<file path="config.mk">
export PLATFORM = sky130hd
export DESIGN_NAME = muldiv_unit
export DESIGN_NICKNAME = d
export VERILOG_FILES = /design/src/rtl/muldiv_pkg.sv /design/src/rtl/muldiv_signfix.sv /design/src/rtl/muldiv_unit.sv
export SDC_FILE = /design/constraint.sdc
export NUM_CORES = 1
export LEC_CHECK = 0
export BUFFER_PORTS_ARGS = -buffer_cell sky130_fd_sc_hd__buf_2
export CAP_MARGIN = 20
export CORE_MARGIN = 2
export CORE_UTILIZATION = 54
export DETAILED_ROUTE_END_ITERATION = 12
export GPL_ROUTABILITY_DRIVEN = 0
export HOLD_SLACK_MARGIN = 0.03
export MAX_ROUTING_LAYER = met4
export PLACE_DENSITY = 0.73
export SYNTH_ARGS = -nofsm -noshare
export SYNTH_HDL_FRONTEND = slang
export SYNTH_SLANG_ARGS = --single-unit
</file>
<file path="constraint.sdc">
create_clock -name clk -period 5.7 [get_ports clk]
set_input_delay 1.14 -clock clk [delete_from_list [all_inputs] [get_ports clk]]
set_output_delay 1.14 -clock clk [all_outputs]
set_load 0.005 [all_outputs]
</file>
<file path="src/rtl/muldiv_pkg.sv">
// Shared op codes, FSM state type and counter sizing for the iterative multiply/divide engine.
package muldiv_pkg;

  localparam logic [1:0] OP_MULT  = 2'b00;
  localparam logic [1:0] OP_MULTU = 2'b01;
  localparam logic [1:0] OP_DIV   = 2'b10;
  localparam logic [1:0] OP_DIVU  = 2'b11;

  typedef enum logic [1:0] {
    ST_IDLE = 2'd0,
    ST_MUL  = 2'd1,
    ST_DIV  = 2'd2,
    ST_DONE = 2'd3
  } md_state_e;

  localparam int unsigned MD_DEF_WIDTH = 32;

  function automatic int unsigned md_cnt_width(input int unsigned width);
    return $clog2(width) + 1;
  endfunction

  localparam int unsigned MD_CNT_W = md_cnt_width(MD_DEF_WIDTH);

endpackage

</file>
<file path="src/rtl/muldiv_signfix.sv">
// Conditional two's-complement negate: used for operand magnitudes and signed result fix-up.
module muldiv_signfix #(
  parameter int unsigned W = 32
) (
  input  logic         neg_i,
  input  logic [W-1:0] data_i,
  output logic [W-1:0] data_o
);

  assign data_o = neg_i ? ('0 - data_i) : data_i;

endmodule

</file>
<file path="src/rtl/muldiv_unit.sv">
// Iterative MULT/MULTU/DIV/DIVU engine returning {hi,lo}; one bit per cycle on magnitudes.
// Optional MULDIV_FAST_MUL_EN replaces the shift-add multiply with a one-cycle multiplier.
import muldiv_pkg::*;

module muldiv_unit #(
  parameter int unsigned WIDTH = MD_DEF_WIDTH
) (
  input  logic                 clk,
  input  logic                 reset,
  input  logic                 start_i,
  input  logic [1:0]           op_i,
  input  logic [WIDTH-1:0]     opdata1_i,
  input  logic [WIDTH-1:0]     opdata2_i,
  input  logic                 annul_i,
  output logic [2*WIDTH-1:0]   result_o,
  output logic                 ready_o,
  output logic                 busy_o,
  output logic                 divzero_o
);

  localparam int unsigned CNT_W = md_cnt_width(WIDTH);

  md_state_e            state_q, state_d;
  logic [CNT_W-1:0]     cnt_q, cnt_d;
  logic [WIDTH-1:0]     hi_q, hi_d;
  logic [WIDTH-1:0]     lo_q, lo_d;
  logic [WIDTH-1:0]     opb_q, opb_d;
  logic                 neg_q, neg_d;
  logic                 rneg_q, rneg_d;
  logic [2*WIDTH-1:0]   result_q, result_d;
  logic                 ready_q, ready_d;
  logic                 divzero_q, divzero_d;

  logic                 op_signed;
  logic [WIDTH-1:0]     abs_a, abs_b;

  assign op_signed = (op_i == OP_MULT) || (op_i == OP_DIV);

  muldiv_signfix #(.W(WIDTH)) u_abs_a (
    .neg_i  (op_signed & opdata1_i[WIDTH-1]),
    .data_i (opdata1_i),
    .data_o (abs_a)
  );

  muldiv_signfix #(.W(WIDTH)) u_abs_b (
    .neg_i  (op_signed & opdata2_i[WIDTH-1]),
    .data_i (opdata2_i),
    .data_o (abs_b)
  );

  // Multiply: hi_q accumulates, lo_q holds the multiplier shifting out LSB-first.
  logic [WIDTH-1:0]     mul_hi_n, mul_lo_n;
  logic                 mul_last;

`ifdef MULDIV_FAST_MUL_EN
  logic [2*WIDTH-1:0]   fast_prod;

  assign fast_prod            = {{WIDTH{1'b0}}, lo_q} * {{WIDTH{1'b0}}, opb_q};
  assign {mul_hi_n, mul_lo_n} = fast_prod;
  assign mul_last             = 1'b1;
`else
  logic [WIDTH:0]       mul_sum;

  assign mul_sum  = {1'b0, hi_q} + (lo_q[0] ? {1'b0, opb_q} : '0);
  assign mul_hi_n = mul_sum[WIDTH:1];
  assign mul_lo_n = {mul_sum[0], lo_q[WIDTH-1:1]};
  assign mul_last = (cnt_q == CNT_W'(WIDTH - 1));
`endif

  // Restoring divide: hi_q is the partial remainder, lo_q shifts dividend out / quotient in.
  logic [WIDTH:0]       div_shift;
  logic                 div_ge;
  logic [WIDTH-1:0]     div_trial, div_rem_n, div_quo_n;
  logic                 div_last;

  assign div_shift = {hi_q, lo_q[WIDTH-1]};
  assign div_ge    = (div_shift >= {1'b0, opb_q});
  assign div_trial = div_shift[WIDTH-1:0] - opb_q;
  assign div_rem_n = div_ge ? div_trial : div_shift[WIDTH-1:0];
  assign div_quo_n = {lo_q[WIDTH-2:0], div_ge};
  assign div_last  = (cnt_q == CNT_W'(WIDTH - 1));

  logic [2*WIDTH-1:0]   prod_fix;
  logic [WIDTH-1:0]     quo_fix, rem_fix;

  muldiv_signfix #(.W(2*WIDTH)) u_fix_prod (
    .neg_i  (neg_q),
    .data_i ({mul_hi_n, mul_lo_n}),
    .data_o (prod_fix)
  );

  muldiv_signfix #(.W(WIDTH)) u_fix_quo (
    .neg_i  (neg_q),
    .data_i (div_quo_n),
    .data_o (quo_fix)
  );

  muldiv_signfix #(.W(WIDTH)) u_fix_rem (
    .neg_i  (rneg_q),
    .data_i (div_rem_n),
    .data_o (rem_fix)
  );

  always_comb begin
    state_d   = state_q;
    cnt_d     = cnt_q;
    hi_d      = hi_q;
    lo_d      = lo_q;
    opb_d     = opb_q;
    neg_d     = neg_q;
    rneg_d    = rneg_q;
    result_d  = result_q;
    ready_d   = 1'b0;
    divzero_d = divzero_q;

    unique case (state_q)
      ST_IDLE: begin
        if (start_i && !annul_i) begin
          hi_d   = '0;
          lo_d   = abs_a;
          opb_d  = abs_b;
          cnt_d  = '0;
          neg_d  = op_signed & (opdata1_i[WIDTH-1] ^ opdata2_i[WIDTH-1]);
          rneg_d = op_signed & opdata1_i[WIDTH-1];
          if (!op_i[1]) begin
            state_d = ST_MUL;
          end else if (opdata2_i == '0) begin
            // Zero divisor bypasses sign fix-up so the raw dividend is returned as-is.
            state_d   = ST_DONE;
            ready_d   = 1'b1;
            divzero_d = 1'b1;
            result_d  = {opdata1_i, {WIDTH{1'b1}}};
          end else begin
            state_d = ST_DIV;
          end
        end
      end

      ST_MUL: begin
        if (annul_i) begin
          state_d = ST_IDLE;
        end else begin
          hi_d  = mul_hi_n;
          lo_d  = mul_lo_n;
          cnt_d = cnt_q + 1'b1;
          if (mul_last) begin
            state_d   = ST_DONE;
            ready_d   = 1'b1;
            divzero_d = 1'b0;
            result_d  = prod_fix;
          end
        end
      end

      ST_DIV: begin
        if (annul_i) begin
          state_d = ST_IDLE;
        end else begin
          hi_d  = div_rem_n;
          lo_d  = div_quo_n;
          cnt_d = cnt_q + 1'b1;
          if (div_last) begin
            state_d   = ST_DONE;
            ready_d   = 1'b1;
            divzero_d = 1'b0;
            result_d  = {rem_fix, quo_fix};
          end
        end
      end

      ST_DONE: begin
        state_d = ST_IDLE;
      end

      default: begin
        state_d = ST_IDLE;
      end
    endcase
  end

  always_ff @(posedge clk) begin
    if (!reset) begin
      state_q   <= ST_IDLE;
      cnt_q     <= '0;
      hi_q      <= '0;
      lo_q      <= '0;
      opb_q     <= '0;
      neg_q     <= 1'b0;
      rneg_q    <= 1'b0;
      result_q  <= '0;
      ready_q   <= 1'b0;
      divzero_q <= 1'b0;
    end else begin
      state_q   <= state_d;
      cnt_q     <= cnt_d;
      hi_q      <= hi_d;
      lo_q      <= lo_d;
      opb_q     <= opb_d;
      neg_q     <= neg_d;
      rneg_q    <= rneg_d;
      result_q  <= result_d;
      ready_q   <= ready_d;
      divzero_q <= divzero_d;
    end
  end

  assign result_o  = result_q;
  assign ready_o   = ready_q;
  assign divzero_o = divzero_q;
  assign busy_o    = (state_q != ST_IDLE);

endmodule
</file>
## Word-level counts from Yosys, hierarchy flattened

Index checks and enable logic that the tools add are counted.

- Register bits: 172
- Latch bits: 0
- Bits in writable memories: 0
- ROM bits: 0
- Input port bits: 70
- Output and inout port bits: 67
- Logic and storage cells: 98
- Memories kept: 0

- $add $sub $neg: 8
- $mul: 0
- Divide/modulo/power cells: 0
- $lt $le $gt $ge: 1
- Equality and inequality tests: 15
- Shift operators: 0
- Mux-type cells: 44
- Bitwise operators: 4
- Reductions and logical operators: 16

Operators by type and width:

| cell | number |
|---|---|
| 2-to-1 mux 64 bit | 8 |
| 2-to-1 mux 32 bit | 12 |
| case mux 32 bit (3 select lines) | 2 |
| case mux 64 bit (3 select lines) | 1 |
| subtractor 1 x 32 -> 32 bit, first input constant | 4 |
| subtractor 1 x 64 -> 64 bit, first input constant | 1 |
| adder 32 x 32 -> 33 bit | 1 |
| greater-or-equal comparator 33 x 32 -> 1 bit | 1 |
| zero test 32 bit | 1 |
| subtractor 32 bit | 1 |
| inequality test 2 bit, second input constant | 8 |
| 2-to-1 mux 6 bit | 2 |
| case mux 6 bit (2 select lines) | 1 |
| 2-to-1 mux 1 bit | 11 |
| 2-to-1 mux 2 bit | 4 |
| AND reduction 8 bit | 1 |
| adder 6 x 1 -> 6 bit, second input constant | 1 |
| equality test 2 bit, second input constant | 3 |
| equality test 6 x 5 -> 1 bit, second input constant | 1 |
| case mux 2 bit (3 select lines) | 1 |
| AND reduction 6 bit | 1 |
| zero test 2 bit | 2 |
| case mux 1 bit (2 select lines) | 2 |
| AND reduction 2 bit | 2 |
| 13 further kinds | 16 |

## Longest topological paths before layout

- Word-level depth: 7
- Depth in mapped cells: 21
- Gate-level depth less buffers: 17

## Cells and area by module

From an unflattened synthesis, not the netlist that was laid out.

- Cell total of the unflattened synthesis: 2,141
- Area total of the unflattened synthesis: 16,644.7 sq um

By module, submodules not included:

| module | times used | cells an instance | area each (sq um) |
|---|---|---|---|
| muldiv_unit | 1 | 1,511 | 12,122.9 |
| muldiv_signfix (u_abs_a ...) | 4 | 108 | 767.0 |
| muldiv_signfix (u_fix_prod) | 1 | 198 | 1,453.9 |

## Worst setup path before layout

OpenSTA, ideal clock, no wires.

- Kind: register -> register
- From: reg opb_q[18]
- To: reg result_q[62], in the netlist result_o[62]
- Data arrival time: 4,759 ps
- Data required time: 5,568 ps
- Path slack: 809 ps
- Stages on the path, launching flop included: 21
- Period minus slack after synthesis: 4,891 ps
- Path through: dfxtp_1 inv_1 ha_1 clkbuf_1 nand4_1 nor4_1 nand3_1 o211ai_1 a41o_1 buf_6 clkbuf_1 buf_1 mux2i_1 ha_1 inv_1 or3_1 or4_4 o41ai_2 xor2_1 a221oi_1 nor4_2

- Longest elaborated chain between the ends: 7

RTL lines:

| element | line | RTL |
|---|---|---|
| from (decl) | muldiv_unit.sv:27 | `logic [WIDTH-1:0] opb_q, opb_d;` |
| from (signal assigned) | muldiv_unit.sv:198 | `opb_q <= opb_d;` |
| 2-to-1 mux 32 bit (tied with other cells) | muldiv_unit.sv:64 | `assign mul_sum = {1'b0, hi_q} + (lo_q[0] ? {1'b0, opb_q} : '0);` |
| adder 32 x 32 -> 33 bit / 2-to-1 mux 32 bit (equally long branches) | muldiv_unit.sv:64, muldiv_unit.sv:79 |  |
| subtractor 1 x 64 -> 64 bit / subtractor 1 x 32 -> 32 bit (equally long branches) | muldiv_signfix.sv:10 | `assign data_o = neg_i ? ('0 - data_i) : data_i;` |
| 2-to-1 mux 64 bit / 2-to-1 mux 32 bit (equally long branches) | muldiv_signfix.sv:10 |  |
| 2-to-1 mux 64 bit, on equally long branches | muldiv_unit.sv:146, muldiv_unit.sv:162 |  |
| 2-to-1 mux 64 bit, on equally long branches | muldiv_unit.sv:140, muldiv_unit.sv:156 |  |
| case mux 64 bit (3 select lines) (*) | muldiv_unit.sv:116 | `unique case (state_q)` |
| to (signal assigned) | muldiv_unit.sv:201 | `result_q <= result_d;` |
| to (decl) | muldiv_unit.sv:30 | `logic [2*WIDTH-1:0] result_q, result_d;` |

Mark *: on every way between the ends. The rest lies on a longest branch, timed or not. The select of a mux whose other input is x is not followed.
A chain may end at the register's enable or synchronous reset.

## Worst setup path in the final report

- From: reg opb_q[15]
- To: reg result_q[63], in the netlist result_o[63]

The elaborated chain is that of the path after synthesis.

==> results_dict.tcl <==
set metrics [dict create \
    worstSetupStartpoint "opb_q[15]" \
    firstDrtPassIters 6 \
    synth_area_mm2 0.0164 \
    io_buffers 136 \
    grtUsageTotal 0.366 \
    synthMuxAreaShare 0.00933 \
    slowest_delay_ns 0.53 \
    seqCellArea_mm2 0.00344 \
    yosys.area_share.xor_xnor 0.121 \
    initial_utilization 0.551 \
    rows 63 \
    nets 2418 \
    antenna_left 0 \
    irDropWorstVdd_uv 399 \
    synth_compound_area_frac 0.313 \
    vias_per_cell 6.71 \
    p_int_mw 3.68 \
    synth_commonest_cells "nor2_1, nand2_1, a21oi_1" \
    swShare 0.500 \
    multiInputGateArea_mm2 0.0120 \
    synth-main-ff-cell "dfxtp_1" \
    critPathKind "register to register" \
    status "finished, final reports clean" \
    cts-resized-gates 0 \
    finalMaxSlewViolations 0 \
    reg2reg_slack_ns 0.52 \
    wl_mm 56.9 \
    finalHoldViolCount 0 \
    chipWidth_um 178 \
    fmax_mhz 193 \
    fin_crit_ns 5.18 \
    numCtsBuffers 17 \
    synth_most_common_cell "nor2_1" \
    die_h_um 178 \
    drc_errors 0 \
    cts_tree "built" \
    yosys.area_share.adder 0.0590 \
    comb_power_share 0.569 \
    endpoint_kind "register" \
    synth_cell_types 97 \
    cap_violations 0 \
    grt.overflow.total 0 \
    vias 18000 \
    synth.area.top_cells "dfxtp_1, xnor2_1, a21oi_1" \
    clock-sinks 172 \
    clock_latency_ns 0.47 \
    p_clk_frac 0.185 \
    syn2layout_area_growth_pct 8.56 \
    hold_end "result_o[1]" \
    seqPwrFrac 0.247 \
    cts-root-buf "clkbuf_16" \
    hold_buffers 0 \
    htreeDepth 4 \
    syn_area_per_cell_um2 7.20 \
    wl_per_cell_um 21.3 \
    worst_pin_slew_ns 1.03 \
    dpl_cell_area_mm2 0.0171 \
    hold_path_depth 2 \
    regToRegEndpoint "result_o[63]" \
    tns_ns 0 \
    min_period_over_period 0.909 \
    rsz0062_at_grt "no" \
    crit_required_ns 6.01 \
    antenna_cells 0 \
    worstRegToRegCells 16 \
    synth_edf_count 0 \
    layout-drive-gt1-share 0.111 \
    num_io_pins 137 \
    hp-start "result_o[1]" \
    setup_viol_count_final 0 \
    synth_simple_gate_area_frac 0.227 \
    startpoint_type "register" \
    power_mw 7.35 \
    worstPathMaxFanout 48 \
    async_reset_ff_frac 0 \
    yosysWarnings 0 \
    fillerInstances 2797 \
    syn_nets 2418 \
    clkSlewWorstSetupHoldPaths_ns 0.07 \
    slew_headroom 0.314 \
    yosysTopAreaCellShare 0.210 \
    leakage_nw 7.03 \
    hpwl_mm 41.9 \
    grt_max_degree 100 \
    clock_path_buffers 2 \
    cp.buffers_inverters 4 \
    synth-seq-area-share 0.210 \
    detail_route.iter0.violations 2233 \
    crit_arrival_ns 5.49 \
    cpMaxStageDelayCell "nor4_1" \
    grt_pass1_wl_mm 89.4 \
    die-area_mm2 0.0317 \
    grt_pass1_vias 16400 \
    synth_top_area_cell "dfxtp_1" \
    core_area_mm2 0.0297 \
    path_cells "inv_1 > ha_1 > nand4_1 > nor4_1 > nand3_1 > o211ai_1 > a41o_2 > buf_4 > inv_2 > buf_4 > o41a_1 > a2111oi_0 > a31oi_1 > xnor2_1 > a221oi_1 > nor4_1" \
    synth_cells 2272 \
    antenna_found_initial 0 \
    clock_skew_ns 0.0101 \
    postCtsSetupRepairBufs 0 \
    rr_startpoint "opb_q[15]" \
    p_sw_mw 3.67 \
    synth_top_family_by_area "compound AO/OA/AOI/OAI gates" \
    final_area_mm2 0.0178 \
    powerDensity_mw_per_mm2 414 \
    synth-seq-cells 172 \
    holdCritPathClass "register to register" \
    crit_family "compound AO/OA/AOI/OAI gates" \
]
## through the flow
| step | hold WS, ns | instances | util | worst slack [ns] |
|---|---|---|---|---|
| 6_report | 0.456 | 2674 | 0.598 | 0.521 |
| 5_1_grt | 0.473 | 2674 | 0.598 | 0.180 |
| 4_1_cts | 0.456 | 2671 | 0.596 | 0.661 |
| 3_5_place_dp | 0.442 | 2640 | 0.574 | 0.746 |
| 3_3_place_gp | 0.438 | 2640 | 0.574 | 0.784 |
| 2_1_floorplan | 0.432 | 2272 | - | 0.809 |
## layout make-up
cell class / instances / area share
multi-input cells: 1846 / 0.675
clock buffers: 17 / 0.0239
flip-flops and latches: 172 / 0.194
clock inverters: 14 / 0.0130
well taps: 390 / 0.0275
inverters: 72 / 0.0153
repair buffers: 163 / 0.0520
## registers in the layout, indices dropped and copies added, names as in the netlist
name       count
result_o      64
hi_q          32
lo_q          32
opb_q         32
cnt_q          6
state_q        2
divzero_o      1
neg_q          1
ready_o        1
rneg_q         1
## metal layers
layer | routed length [µm] | up-vias | track usage
met1 | 23900 | 8387 | 0.492
met3 | 5600 | 192 | 0.0543
met5 | 0 | - | -
met4 | 2770 | 0 | 0.180
met2 | 24600 | 1032 | 0.537
li1 | - | 8341 | -
## kinds of logic (layout without fill, tap and decap cells)
| kind of cell | after synthesis | after routing |
|---|---|---|
| buf+inv | 254 | 266 |
| mux | 15 | 15 |
| compound gates | 752 | 752 |
| xor+xnor | 226 | 226 |
| simple gates | 777 | 777 |
| fa+ha+maj | 76 | 76 |
| flops | 172 | 172 |
## power by group through the flow
| stage | Combinational [mW] | Sequential, mW | Clock (mW) |
|---|---|---|---|
| global placement | 3.94 | 1.81 | 0 |
| global route | 4.50 | 1.84 | 1.41 |
| CTS | 4.03 | 1.80 | 1.37 |
| detailed placement | 4.00 | 1.82 | 0 |
| floorplan | 3.05 | 1.60 | 0 |
| finish | 4.18 | 1.81 | 1.36 |
## worst max path at each step
stage / slack, ns / depth (start not counted) / end
after floorplan: 0.81 / 20 / result_o[62]
after global placement: 0.78 / 16 / result_o[63]
after detailed placement: 0.75 / 16 / result_o[63]
after CTS: 0.66 / 16 / result_o[63]
after global routing: 0.18 / 15 / result_o[63]
final: 0.52 / 16 / result_o[63]
## cells in the final DEF (no fill, tap or decap), types with 23 or more instances in the layout
| master | Yosys | final |
|---|---|---|
| nor2_1 | 246 | 246 |
| nand2_1 | 237 | 237 |
| a21oi_1 | 187 | 187 |
| dfxtp_1 | 172 | 171 |
| o21ai_0 | 150 | 150 |
| xnor2_1 | 145 | 145 |
| buf_2 | 14 | 136 |
| xor2_1 | 81 | 81 |
| ha_1 | 74 | 71 |
| inv_1 | 67 | 67 |
| nor3_1 | 66 | 65 |
| a221oi_1 | 59 | 58 |
| a211oi_1 | 45 | 45 |
| o211ai_1 | 39 | 39 |
| a22oi_1 | 35 | 35 |
| or3_1 | 30 | 29 |
| o31ai_1 | 28 | 28 |
| nor4_1 | 27 | 27 |
| buf_4 | 0 | 25 |
| nand4_1 | 24 | 24 |
| nand3_1 | 23 | 23 |
## worst min-delay path: stages (launching register included)
cell and delay, ns:
dfxtp_1 0.31, nand2_1 0.05, a21oi_1 0.05
No activity file was read; power rests on OpenSTA's default activity.
